**src/rtl/qeciphy_pchannel_ctrl.sv**
```systemverilog
// P-channel initiator for QECIPHY: sequences the PSTATE/PREQ/PACCEPT four-phase
// handshake, with optional PACTIVE auto-wake and a sticky handshake timeout flag.
module qeciphy_pchannel_ctrl #(
    parameter logic RESET_PSTATE   = 1'b0,
    parameter int   AUTO_WAKE      = 1,
    parameter int   TIMEOUT_CYCLES = 1024
) (
    input  logic ACLK,
    input  logic ARST,
    input  logic req_valid,
    input  logic req_state,
    output logic req_ready,
    output logic done,
    output logic cur_state,
    output logic busy,
    output logic timeout_err,
    input  logic err_clr,
    output logic PSTATE,
    output logic PREQ,
    input  logic PACCEPT,
    input  logic PACTIVE
);

    localparam int CNT_W = (TIMEOUT_CYCLES > 0) ? $clog2(TIMEOUT_CYCLES + 1) : 1;
    localparam logic [CNT_W-1:0] CNT_MAX  = CNT_W'(TIMEOUT_CYCLES);
    localparam logic [CNT_W-1:0] CNT_LAST = CNT_W'((TIMEOUT_CYCLES > 0) ? TIMEOUT_CYCLES - 1 : 0);

    typedef enum logic [1:0] {
        ST_IDLE = 2'd0,
        ST_REQ  = 2'd1,
        ST_ACK  = 2'd2
    } state_t;

    state_t           state_q;
    logic             pstate_q;
    logic             preq_q;
    logic             cur_state_q;
    logic             done_q;
    logic             busy_q;
    logic             timeout_err_q;
    logic [CNT_W-1:0] cnt_q;

    logic             wake_req;
    logic             timeout_hit;
    logic [CNT_W-1:0] cnt_inc;

    // Auto-wake only fires when no external request competes for the same cycle.
    assign wake_req    = (AUTO_WAKE != 0) && !cur_state_q && PACTIVE && !req_valid;
    assign timeout_hit = (TIMEOUT_CYCLES != 0) && (state_q != ST_IDLE) && (cnt_q == CNT_LAST);
    assign cnt_inc     = (cnt_q == CNT_MAX) ? cnt_q : cnt_q + CNT_W'(1);

    always_ff @(posedge ACLK) begin
        if (ARST) begin
            state_q       <= ST_IDLE;
            pstate_q      <= RESET_PSTATE;
            preq_q        <= 1'b0;
            cur_state_q   <= RESET_PSTATE;
            done_q        <= 1'b0;
            busy_q        <= 1'b0;
            timeout_err_q <= 1'b0;
            cnt_q         <= '0;
        end else begin
            done_q <= 1'b0;
            case (state_q)
                ST_IDLE: begin
                    if (req_valid) begin
                        if (req_state != cur_state_q) begin
                            pstate_q <= req_state;
                            preq_q   <= 1'b1;
                            busy_q   <= 1'b1;
                            cnt_q    <= '0;
                            state_q  <= ST_REQ;
                        end else begin
                            done_q <= 1'b1;
                        end
                    end else if (wake_req) begin
                        pstate_q <= 1'b1;
                        preq_q   <= 1'b1;
                        busy_q   <= 1'b1;
                        cnt_q    <= '0;
                        state_q  <= ST_REQ;
                    end
                end
                ST_REQ: begin
                    cnt_q <= cnt_inc;
                    // PREQ is only ever withdrawn after the responder accepts.
                    if (PACCEPT) begin
                        preq_q  <= 1'b0;
                        state_q <= ST_ACK;
                    end
                end
                ST_ACK: begin
                    cnt_q <= cnt_inc;
                    if (!PACCEPT) begin
                        cur_state_q <= pstate_q;
                        done_q      <= 1'b1;
                        busy_q      <= 1'b0;
                        state_q     <= ST_IDLE;
                    end
                end
                default: begin
                    state_q <= ST_IDLE;
                end
            endcase

            if (timeout_hit) begin
                timeout_err_q <= 1'b1;
            end else if (err_clr) begin
                timeout_err_q <= 1'b0;
            end
        end
    end

    assign req_ready   = (state_q == ST_IDLE);
    assign done        = done_q;
    assign cur_state   = cur_state_q;
    assign busy        = busy_q;
    assign timeout_err = timeout_err_q;
    assign PSTATE      = pstate_q;
    assign PREQ        = preq_q;

endmodule

```
**config.mk**
```make
export PLATFORM = sky130hd
export DESIGN_NAME = qeciphy_pchannel_ctrl
export DESIGN_NICKNAME = d
export VERILOG_FILES = /design/src/rtl/qeciphy_pchannel_ctrl.sv
export SDC_FILE = /design/constraint.sdc
export NUM_CORES = 1
export LEC_CHECK = 0
export CORE_ASPECT_RATIO = 0.7
export CORE_MARGIN = 4
export CORE_UTILIZATION = 35
export DETAILED_ROUTE_END_ITERATION = 10
export SKIP_LAST_GASP = 1
export SYNTH_ARGS = -nofsm -noshare
export SYNTH_HDL_FRONTEND = slang
export SYNTH_SLANG_ARGS = --single-unit
```
**constraint.sdc**
```tcl
create_clock -name ACLK -period 5.6 [get_ports ACLK]
set_clock_uncertainty 0.2 [all_clocks]
set_input_delay 1.12 -clock ACLK [delete_from_list [all_inputs] [get_ports ACLK]]
set_output_delay 1.12 -clock ACLK [all_outputs]
set_load 0.1 [all_outputs]
```
==> impl_metrics.csv <==
group,metric,value,unit
synth,netlist_area,0.00118,sq mm
setup_path,cp.required,5560,ps
timing,tightest_slew,1270,ps
power_and_ir_drop,power.density,352,mW/mm^2
routing,drcViolationCount,0,
power_and_ir_drop,p_clk_share,20.5,%
final_layout,antenna_cells,0,
routing,drtAntennaViolNets,0,
timing,period_share,65.1,%
routing,wl_per_cell,14.9,microns
clock_network,post_cts_buffers,0,
floorplanning,coreArea,0.00319,sq mm
setup_path,end_kind,"flop",
clock_network,clock_latency,260,ps
clock_network,cts_buffer_depth,2,
timing,tns,0,ps
floorplanning,dieArea,0.00438,sq mm
routing,dr.first_iter.drc_count,111,
synth,synth_edf_count,0,
timing,hold_violations,0,
routing,via_count,1061,
final_layout,syn2layout_area_growth,13.8,%
final_layout,drive_gt1_share,9.72,%
placement,place_hpwl,1.91,mm
timing,slew_headroom,15.2,%
worst_hold_path,hold_depth,2,
synth,yosysSeqAreaShare,32.2,%
clock_network,cts_sinks,19,
timing,min_period,3650,ps
power_and_ir_drop,intPower,0.264,mW
clock_network,cts_max_level,1,
floorplanning,core.rowCount,17,
global_routing,grt_pass1_wl,4.57,mm
power_and_ir_drop,p_seq_share,33.6,%
setup_path,path_class,"in -> reg",
synth,ys_warn_count,0,
floorplanning,start_util,37.0,%
power_and_ir_drop,switching_power,0.208,mW
synth,yosysTopAreaCell,"dfxtp_1",
synth,synth_area_per_cell,8.74,sq um
final_layout,final_common_cell,"dfxtp_1",
synth,syn_nets,148,
timing,hold_ws,283,ps
setup_path,cp-start-kind,"input pin",
synth,synth.distinct_cells,46,
setup_path,reg2reg_depth,6,
global_routing,first_global_vias,976,
clock_network,ctsResizeCount,0,
synth,synth_seq_cells,19,
power_and_ir_drop,share_comb_of_total_power,45.9,%
synth,ys_dominant_reg_cell,"dfxtp_1",
setup_path,path_max_fanout,11,
power_and_ir_drop,ir_worst_vdd,0.167,mV
routing,via_per_inst,5.83,
routing,drt-total-wl,2.71,mm
power_and_ir_drop,p_leak,0.432,nW
timing,setup_viol,0,
synth,synth.area.top_cells,"dfxtp_1 32%, ha_1 6.4%, nand2_1 5.1%",
clock_network,root_buffer,"clkbuf_8",
timing,fmax,0.274,GHz
global_routing,track_usage,13.3,%
placement,gp_congestion,0.820,
clock_network,hold_buffers,0,
timing,rsz0062_at_grt,"no",
routing,drt-pass1-iter-count,4,
final_layout,nNetsFinal,158,
synth,netlist_instances,135,
run_status,outcome,"complete, no violations",
clock_network,cts.clk_slew.worst_paths,60,ps
clock_network,cts_tree,"yes",
global_routing,antenna_found_initial,0,
synth,synth_top_cell_area_share,32.2,%
placement,place.port_buffers,13,
floorplanning,ios,14,
power_and_ir_drop,p_sw_share,44.0,%
timing,slew_viol_final,0,
final_layout,final_cell_mix,"19 x dfxtp_1, 16 x nand2_1, 13 x clkdlybuf4s50_1, 11 x inv_1",
worst_hold_path,hold_class,"reg -> reg",
clock_network,cts_buffers,3,
synth,async_reset_ff_share,0,%
global_routing,grt_max_degree,15,
floorplanning,die_width,77.4,microns
global_routing,overflow,0,
flow_run,max_cap_violations,0,
setup_path,cp_data_arrival_time,3610,ps
floorplanning,die_height,56.6,microns
-- registers in the layout, indices dropped and copies added (netlist names) --
name,cells
state_q,2
cur_state,1
PREQ,1
PSTATE,1
timeout_err,1
done,1
cnt_q,11
busy,1
-- path summary, 6_finish.rpt --
kind,endpoint,slack [ps],from
worst min-delay path,cnt_q[5],280,cnt_q[5]
worst max register to register,cnt_q[5],2740,state_q[0]
worst max-delay path,cnt_q[5],1950,req_valid
worst min register to register,cnt_q[5],280,cnt_q[5]
-- metrics by stage --
stage	worst slack [ps]	cell area, sq um	util (%)	instances	power, mW
after floorplan	2770	1180	-	135	0.336
after global placement	1790	1300	40.7	178	0.374
after detailed placement	1660	1300	40.7	178	0.378
after CTS	1950	1340	42.1	182	0.477
after global routing	1730	1340	42.1	182	0.500
final	1950	1340	42.1	182	0.473
-- power groups by stage --
| stage | clock, mW | combinational [mW] | sequential, mW |
|---|---|---|---|
| floorplan | 0 | 0.123 | 0.213 |
| global placement | 0 | 0.213 | 0.162 |
| detailed placement | 0 | 0.216 | 0.162 |
| CTS | 0.101 | 0.217 | 0.159 |
| global route | 0.105 | 0.234 | 0.160 |
| finish | 0.0967 | 0.217 | 0.159 |
-- worst max-delay path, stage by stage --
cell             delay (ps)
clkdlybuf4s50_1         590
mux2_2                  370
a221oi_1               1030
nor2_1                  170
a221oi_1                320
-- logic make-up after synthesis --
family	Yosys count	share of synthesized area [%]
muxes	4	3.50
xor gates and xnor gates	1	0.742
AOI/OAI and AO/OA	39	26.7
adders and majority gates	6	6.36
and+or+nand+nor	47	21.8
buffers and inverters	19	8.59
DFF	19	32.2
-- Yosys cell counts, types with 2 or more instances --
cell	number
o21ai_0	3
ha_1	6
nand3_1	4
a211oi_1	5
dfxtp_1	19
nand4_1	2
o32ai_1	5
a31oi_1	3
o311ai_0	4
nand2b_1	2
buf_4	3
nor2b_1	3
nand4b_1	2
nor2_1	6
dlygate4sd1_1	2
or4_1	2
o31ai_1	3
mux2i_1	3
inv_1	11
nand2_1	16
a221oi_1	2
a21oi_1	5
-- routing by layer --
layer	wire (microns)	global-route usage [%]
met1	1360	17.5
met2	1140	19.1
met5	0	0
met4	40	6.35
met3	172	4.97
-- layout make-up --
class / instances / area, sq um
clock buffer: 4 / 45.0
fill: 317 / 1850
inverter: 11 / 41.3
multi-input combinational: 97 / 698
sequential: 19 / 380
tap: 38 / 47.5
timing repair buffer: 13 / 130
No activity file was read; power rests on OpenSTA's default activity.
